## src/rtl/i2s_fifo_pkg.sv

```systemverilog
// Shared helpers for the parametrised I2S FIFO.
// Depth sizing and elaboration-time checks live here.
package i2s_fifo_pkg;

  localparam int MAX_DEPTH = 64;

  function automatic int clog2(input int v);
    int r;
    r = 0;
    while ((1 << r) < v) r++;
    return r;
  endfunction

  function automatic bit depth_ok(input int v);
    return (v >= 2) && (v <= MAX_DEPTH) && ((v & (v - 1)) == 0);
  endfunction

endpackage

```

## src/rtl/i2s_fifo_ptr.sv

```systemverilog
// Wrapping AW+1 bit FIFO pointer; MSB is the wrap bit.
// clr wins over inc, rst_n is synchronous active-low.
module i2s_fifo_ptr #(
  parameter int AW = 2
) (
  input  logic        clk,
  input  logic        rst_n,
  input  logic        clr,
  input  logic        inc,
  output logic [AW:0] ptr
);

  always_ff @(posedge clk) begin
    if (!rst_n)
      ptr <= '0;
    else if (clr)
      ptr <= '0;
    else if (inc)
      ptr <= ptr + 1'b1;
  end

endmodule

```

## src/rtl/i2s_fifo_n.sv

```systemverilog
// Parametrised I2S TX/RX FIFO with level, watermark and error flags.
// Sticky ovf/udf flags are built only with I2S_FIFO_ERR_FLAGS_EN.
module i2s_fifo_n
  import i2s_fifo_pkg::*;
#(
  parameter  int WIDTH = 32,
  parameter  int DEPTH = 4,
  localparam int AW    = clog2(DEPTH)
) (
  input  logic             clk,
  input  logic             rst_n,
  input  logic             fifo_reset,
  input  logic [WIDTH-1:0] data_in,
  input  logic             data_in_valid,
  output logic             data_in_ack,
  output logic [WIDTH-1:0] data_out,
  output logic             data_out_valid,
  input  logic             data_out_ack,
  output logic             fifo_full,
  output logic             fifo_empty,
  output logic [AW:0]      fifo_level,
  output logic [AW:0]      fifo_space,
  input  logic [AW:0]      wm_level,
  output logic             wm_hit,
  input  logic             err_clr,
  output logic             ovf_err,
  output logic             udf_err
);

  if (!depth_ok(DEPTH)) begin : g_bad_depth
    $error("i2s_fifo_n: DEPTH must be a power of two in 2..64");
  end

  logic [AW:0]      wr_ptr;
  logic [AW:0]      rd_ptr;
  logic             push;
  logic             pop;
  logic [WIDTH-1:0] mem [DEPTH];

  i2s_fifo_ptr #(.AW(AW)) u_wr_ptr (
    .clk   (clk),
    .rst_n (rst_n),
    .clr   (fifo_reset),
    .inc   (push),
    .ptr   (wr_ptr)
  );

  i2s_fifo_ptr #(.AW(AW)) u_rd_ptr (
    .clk   (clk),
    .rst_n (rst_n),
    .clr   (fifo_reset),
    .inc   (pop),
    .ptr   (rd_ptr)
  );

  assign fifo_empty = (wr_ptr == rd_ptr);
  assign fifo_full  = (wr_ptr[AW] != rd_ptr[AW]) &&
                      (wr_ptr[AW-1:0] == rd_ptr[AW-1:0]);
  assign fifo_level = wr_ptr - rd_ptr;
  assign fifo_space = (AW+1)'(DEPTH) - fifo_level;
  assign wm_hit     = (fifo_level >= wm_level);

  assign data_out_valid = ~fifo_empty;
  assign data_out       = mem[rd_ptr[AW-1:0]];

  // full comes from registered state, so a same-cycle pop cannot free a slot
  assign push        = ~fifo_reset & data_in_valid & ~fifo_full;
  assign pop         = ~fifo_reset & data_out_valid & data_out_ack;
  assign data_in_ack = push;

  always_ff @(posedge clk) begin
    for (int i = 0; i < DEPTH; i++) begin
      if (!rst_n)
        mem[i] <= '0;
      else if (push && (wr_ptr[AW-1:0] == AW'(i)))
        mem[i] <= data_in;
    end
  end

`ifdef I2S_FIFO_ERR_FLAGS_EN
  logic ovf_q;
  logic udf_q;

  always_ff @(posedge clk) begin
    if (!rst_n) begin
      ovf_q <= 1'b0;
      udf_q <= 1'b0;
    end else if (err_clr || fifo_reset) begin
      ovf_q <= 1'b0;
      udf_q <= 1'b0;
    end else begin
      if (data_in_valid && fifo_full)
        ovf_q <= 1'b1;
      if (data_out_ack && !data_out_valid)
        udf_q <= 1'b1;
    end
  end

  assign ovf_err = ovf_q;
  assign udf_err = udf_q;
`else
  logic unused_err_clr;
  assign unused_err_clr = err_clr;
  assign ovf_err        = 1'b0;
  assign udf_err        = 1'b0;
`endif

endmodule

```

## config.mk

```make
export PLATFORM = sky130hd
export DESIGN_NAME = i2s_fifo_n
export DESIGN_NICKNAME = d
export VERILOG_FILES = /design/src/rtl/i2s_fifo_pkg.sv /design/src/rtl/i2s_fifo_ptr.sv /design/src/rtl/i2s_fifo_n.sv
export SDC_FILE = /design/constraint.sdc
export NUM_CORES = 1
export LEC_CHECK = 0
export BUFFER_PORTS_ARGS = -buffer_cell sky130_fd_sc_hd__buf_4
export CORE_ASPECT_RATIO = 1.75
export CORE_MARGIN = 2
export CORE_UTILIZATION = 50
export CTS_BUF_LIST = sky130_fd_sc_hd__clkbuf_8 sky130_fd_sc_hd__clkbuf_16
export DETAILED_ROUTE_END_ITERATION = 12
export GPL_TIMING_DRIVEN = 0
export HOLD_SLACK_MARGIN = 0.05
export PLACE_DENSITY = 0.71
export SYNTH_ARGS = -nofsm -noshare
export SYNTH_HDL_FRONTEND = slang
export SYNTH_SLANG_ARGS = --single-unit
```

## constraint.sdc

```tcl
create_clock -name clk -period 7 [get_ports clk]
set_input_delay 1.4 -clock clk [delete_from_list [all_inputs] [get_ports clk]]
set_output_delay 1.4 -clock clk [all_outputs]
set_load 0.01 [all_outputs]
```

==> impl_metrics.ini <==
[cells_and_area]
regArea_mm2 = 0.00400
syn_to_final_growth_pct = 24.8
fin_nets = 555
final_cells = 679
diodes = 0
multi_input_area_mm2 = 0.00208
fillers = 920
layout-drive-gt1-share_pct = 34.0

[global_route]
grt_overflow_total = 0
antenna_found_initial = 0
grt_start_max_net_pins = 25
grt_pass1_wl_um = 19500
grt_pass1_vias = 3749
grt.total_usage_pct = 20.3

[floorplanning]
coreArea_mm2 = 0.0121
die_h_um = 151
die_area_mm2 = 0.0134
initial_core_util_pct = 51.5
rows = 53
pin_count = 86
die_width_um = 88.3

[pwr]
p_leak_nw = 3.05
cellPowerDensity_mw_per_mm2 = 248
vdd_drop_max_mv = 0.187

[yosys]
ys_seq_elements = 136
post_synth_inst_count = 397
syn_area_mm2 = 0.00622
synth_top_flop_cell = edfxtp_1
seq_area_frac_synth_pct = 64.4
avgSynthCellArea_um2 = 15.7
synth-edff-count = 128
async_flop_share_pct = 0
yosysUniqueCellTypes = 29
yosys_warnings = 0

[setup_path]
crit_fanout = 4
start_kind = register
critical-path-top-delay-family = adder cells
slowest_delay_ns = 0.46
crit_buf_inv = 3
arrival_ns = 2.40
worst_path_max_delay_cell = fa_1
worst_setup_path_end_kind = primary output
path_depth = 8
critical_path_class = register to primary output
path_cells = inv_1, ha_1, inv_1, fa_1, ha_1, a21o_1, a21o_1, buf_4
cp.required_ns = 5.60
reg2reg_depth = 7

[clocking]
postCtsSetupRepairBufs = 0
cts_buffers = 17
clk_latency_ns = 0.41
cts_tree = built
cts_root_buf = clkbuf_16
clock_sinks = 136
cts_hold_buf = 0
cts_resized = 0
clockBufferDepth = 2
path_clk_slew_ns = 0.06
h-tree-depth = 4

[drt]
wl_per_cell_um = 18.4
via_per_inst = 5.21
via_count = 3536
first_pass_iters = 4
drc = 0
drtIter0Drc = 199
ant_nets = 0
drt-total-wl_um = 12500

[timing]
tightestPinTransition_ns = 0.693
slew_viol_final = 0
setup_tns_ns = 0
slew_headroom_pct = 53.6
period_share_pct = 54.3
hold_ws_ns = 0.513
finalHoldViolCount = 0
grt_setup_unrepaired = no
worst_slack_ns = 3.20
max_freq_mhz = 263
setup_viol = 0
finClkSkew_ns = 0.00591
period_minus_slack_ns = 3.80

[run]
cap_violations = 0

[place]
routabilityCongestion = 0.746
dpl.hpwl_um = 8360
dp.cells = 648
numPortBuffers = 81
pre_cts_ws_ns = 3.21

[hold_path]
hold_depth = 2
worst_hold_path_type = register to register

[outcome]
status = complete, no violations
==> flip-flops by register name, summed over array words and instances, names as in the netlist, named ones only <==
| name | count |
|---|---|
| mem | 128 |
| u_rd_ptr.ptr | 3 |
| u_wr_ptr.ptr | 3 |
==> worst paths after layout <==
| path | from | end | slack [ns] |
|---|---|---|---|
| setup reg to reg | u_wr_ptr.ptr[0] | mem[1][12] | 4.37 |
| hold reg to reg | u_wr_ptr.ptr[0] | u_wr_ptr.ptr[0] | 0.51 |
| setup / recovery | u_wr_ptr.ptr[0] | wm_hit | 3.20 |
| hold / removal | u_wr_ptr.ptr[0] | u_wr_ptr.ptr[0] | 0.51 |
==> worst register-to-register path, delay by kind of cell (launching register included) <==
kind	cells	cell delay (ns)
flops	1	0.38
buf+inv	3	0.55
fa+ha+maj	1	0.36
simple gates	1	0.16
compound gates	2	0.88
==> where the power goes <==
group | switching (W) | total (W) | leakage (nW) | internal, W
Combinational | 0.0000649 | 0.000131 | 1.38 | 0.0000660
Sequential | 0.00000829 | 0.000930 | 1.40 | 0.000922
Clock | 0.000337 | 0.000862 | 0.276 | 0.000524
==> routing by layer <==
metal	part of all wire [%]	up-vias	GRT usage, %	wire (um)
met5	0	-	0	0
met4	2.5	0	8.48	306
met3	4.1	25	4.39	515
met2	56	99	36.8	7020
met1	37	1771	22.6	4630
li1	-	1641	-	-
==> cells in the final DEF (no fill, tap or decap), types with 2 or more instances in the layout <==
| cell type | count |
|---|---|
| and2_1 | 130 |
| edfxtp_1 | 128 |
| buf_4 | 84 |
| mux4_2 | 32 |
| clkbuf_16 | 17 |
| inv_1 | 15 |
| nand2_1 | 13 |
| clkbuf_2 | 12 |
| ha_1 | 11 |
| dfxtp_1 | 8 |
| mux2i_1 | 6 |
| buf_2 | 5 |
| nand2b_1 | 5 |
| clkbuf_1 | 4 |
| o21ai_4 | 4 |
| a211oi_2 | 4 |
| inv_6 | 4 |
| a21o_1 | 3 |
| clkinv_4 | 3 |
| buf_16 | 3 |
| o211ai_1 | 2 |
| conb_1 | 2 |
| clkinv_1 | 2 |
| clkinvlp_4 | 2 |
| bufinv_16 | 2 |
==> stage by stage <==
| stage | area [um^2] | total power, W | util, % |
|---|---|---|---|
| after floorplan | 6220 | 0.00101 | - |
| after global placement | 7030 | 0.00107 | 58.3 |
| after detailed placement | 7180 | 0.00108 | 59.5 |
| after CTS | 7760 | 0.00194 | 64.3 |
| after global routing | 7760 | 0.00199 | 64.3 |
| final | 7760 | 0.00192 | 64.3 |
==> synthesized netlist by cell type, types with 2 or more instances <==
master / number / area [um^2]
clkbuf_2: 12 / 60.1
a21o_1: 3 / 22.5
o211ai_1: 2 / 15.0
nand2_1: 13 / 48.8
ha_1: 11 / 138
edfxtp_1: 128 / 3840
mux4_2: 32 / 721
mux2i_1: 6 / 60.1
buf_4: 3 / 22.5
dfxtp_1: 8 / 160
nand2b_1: 5 / 31.3
a211oi_2: 4 / 50.1
and2_1: 130 / 813
clkbuf_1: 4 / 15.0
inv_1: 15 / 56.3
o21ai_0: 4 / 20.0
buf_2: 5 / 25.0
==> cell type report <==
| type | count | share of cell area, % |
|---|---|---|
| multi-input cells | 222 | 26.8 |
| repair buffers | 85 | 9.16 |
| plain buffers | 25 | 1.63 |
| well taps | 165 | 2.66 |
| inverters | 15 | 0.726 |
| clock inverters | 14 | 1.92 |
| clock buffers | 17 | 5.48 |
| flip-flops and latches | 136 | 51.6 |
==> cell families after synthesis <==
| family | synth area share [%] |
|---|---|
| simple gates | 14.8 |
| flops | 64.4 |
| buf+inv | 2.94 |
| mux | 12.6 |
| compound gates | 1.93 |
| fa+ha+maj | 2.54 |
| xor+xnor | 0.725 |
| other cells | 0.0603 |
No activity file was read; power rests on OpenSTA's default activity.
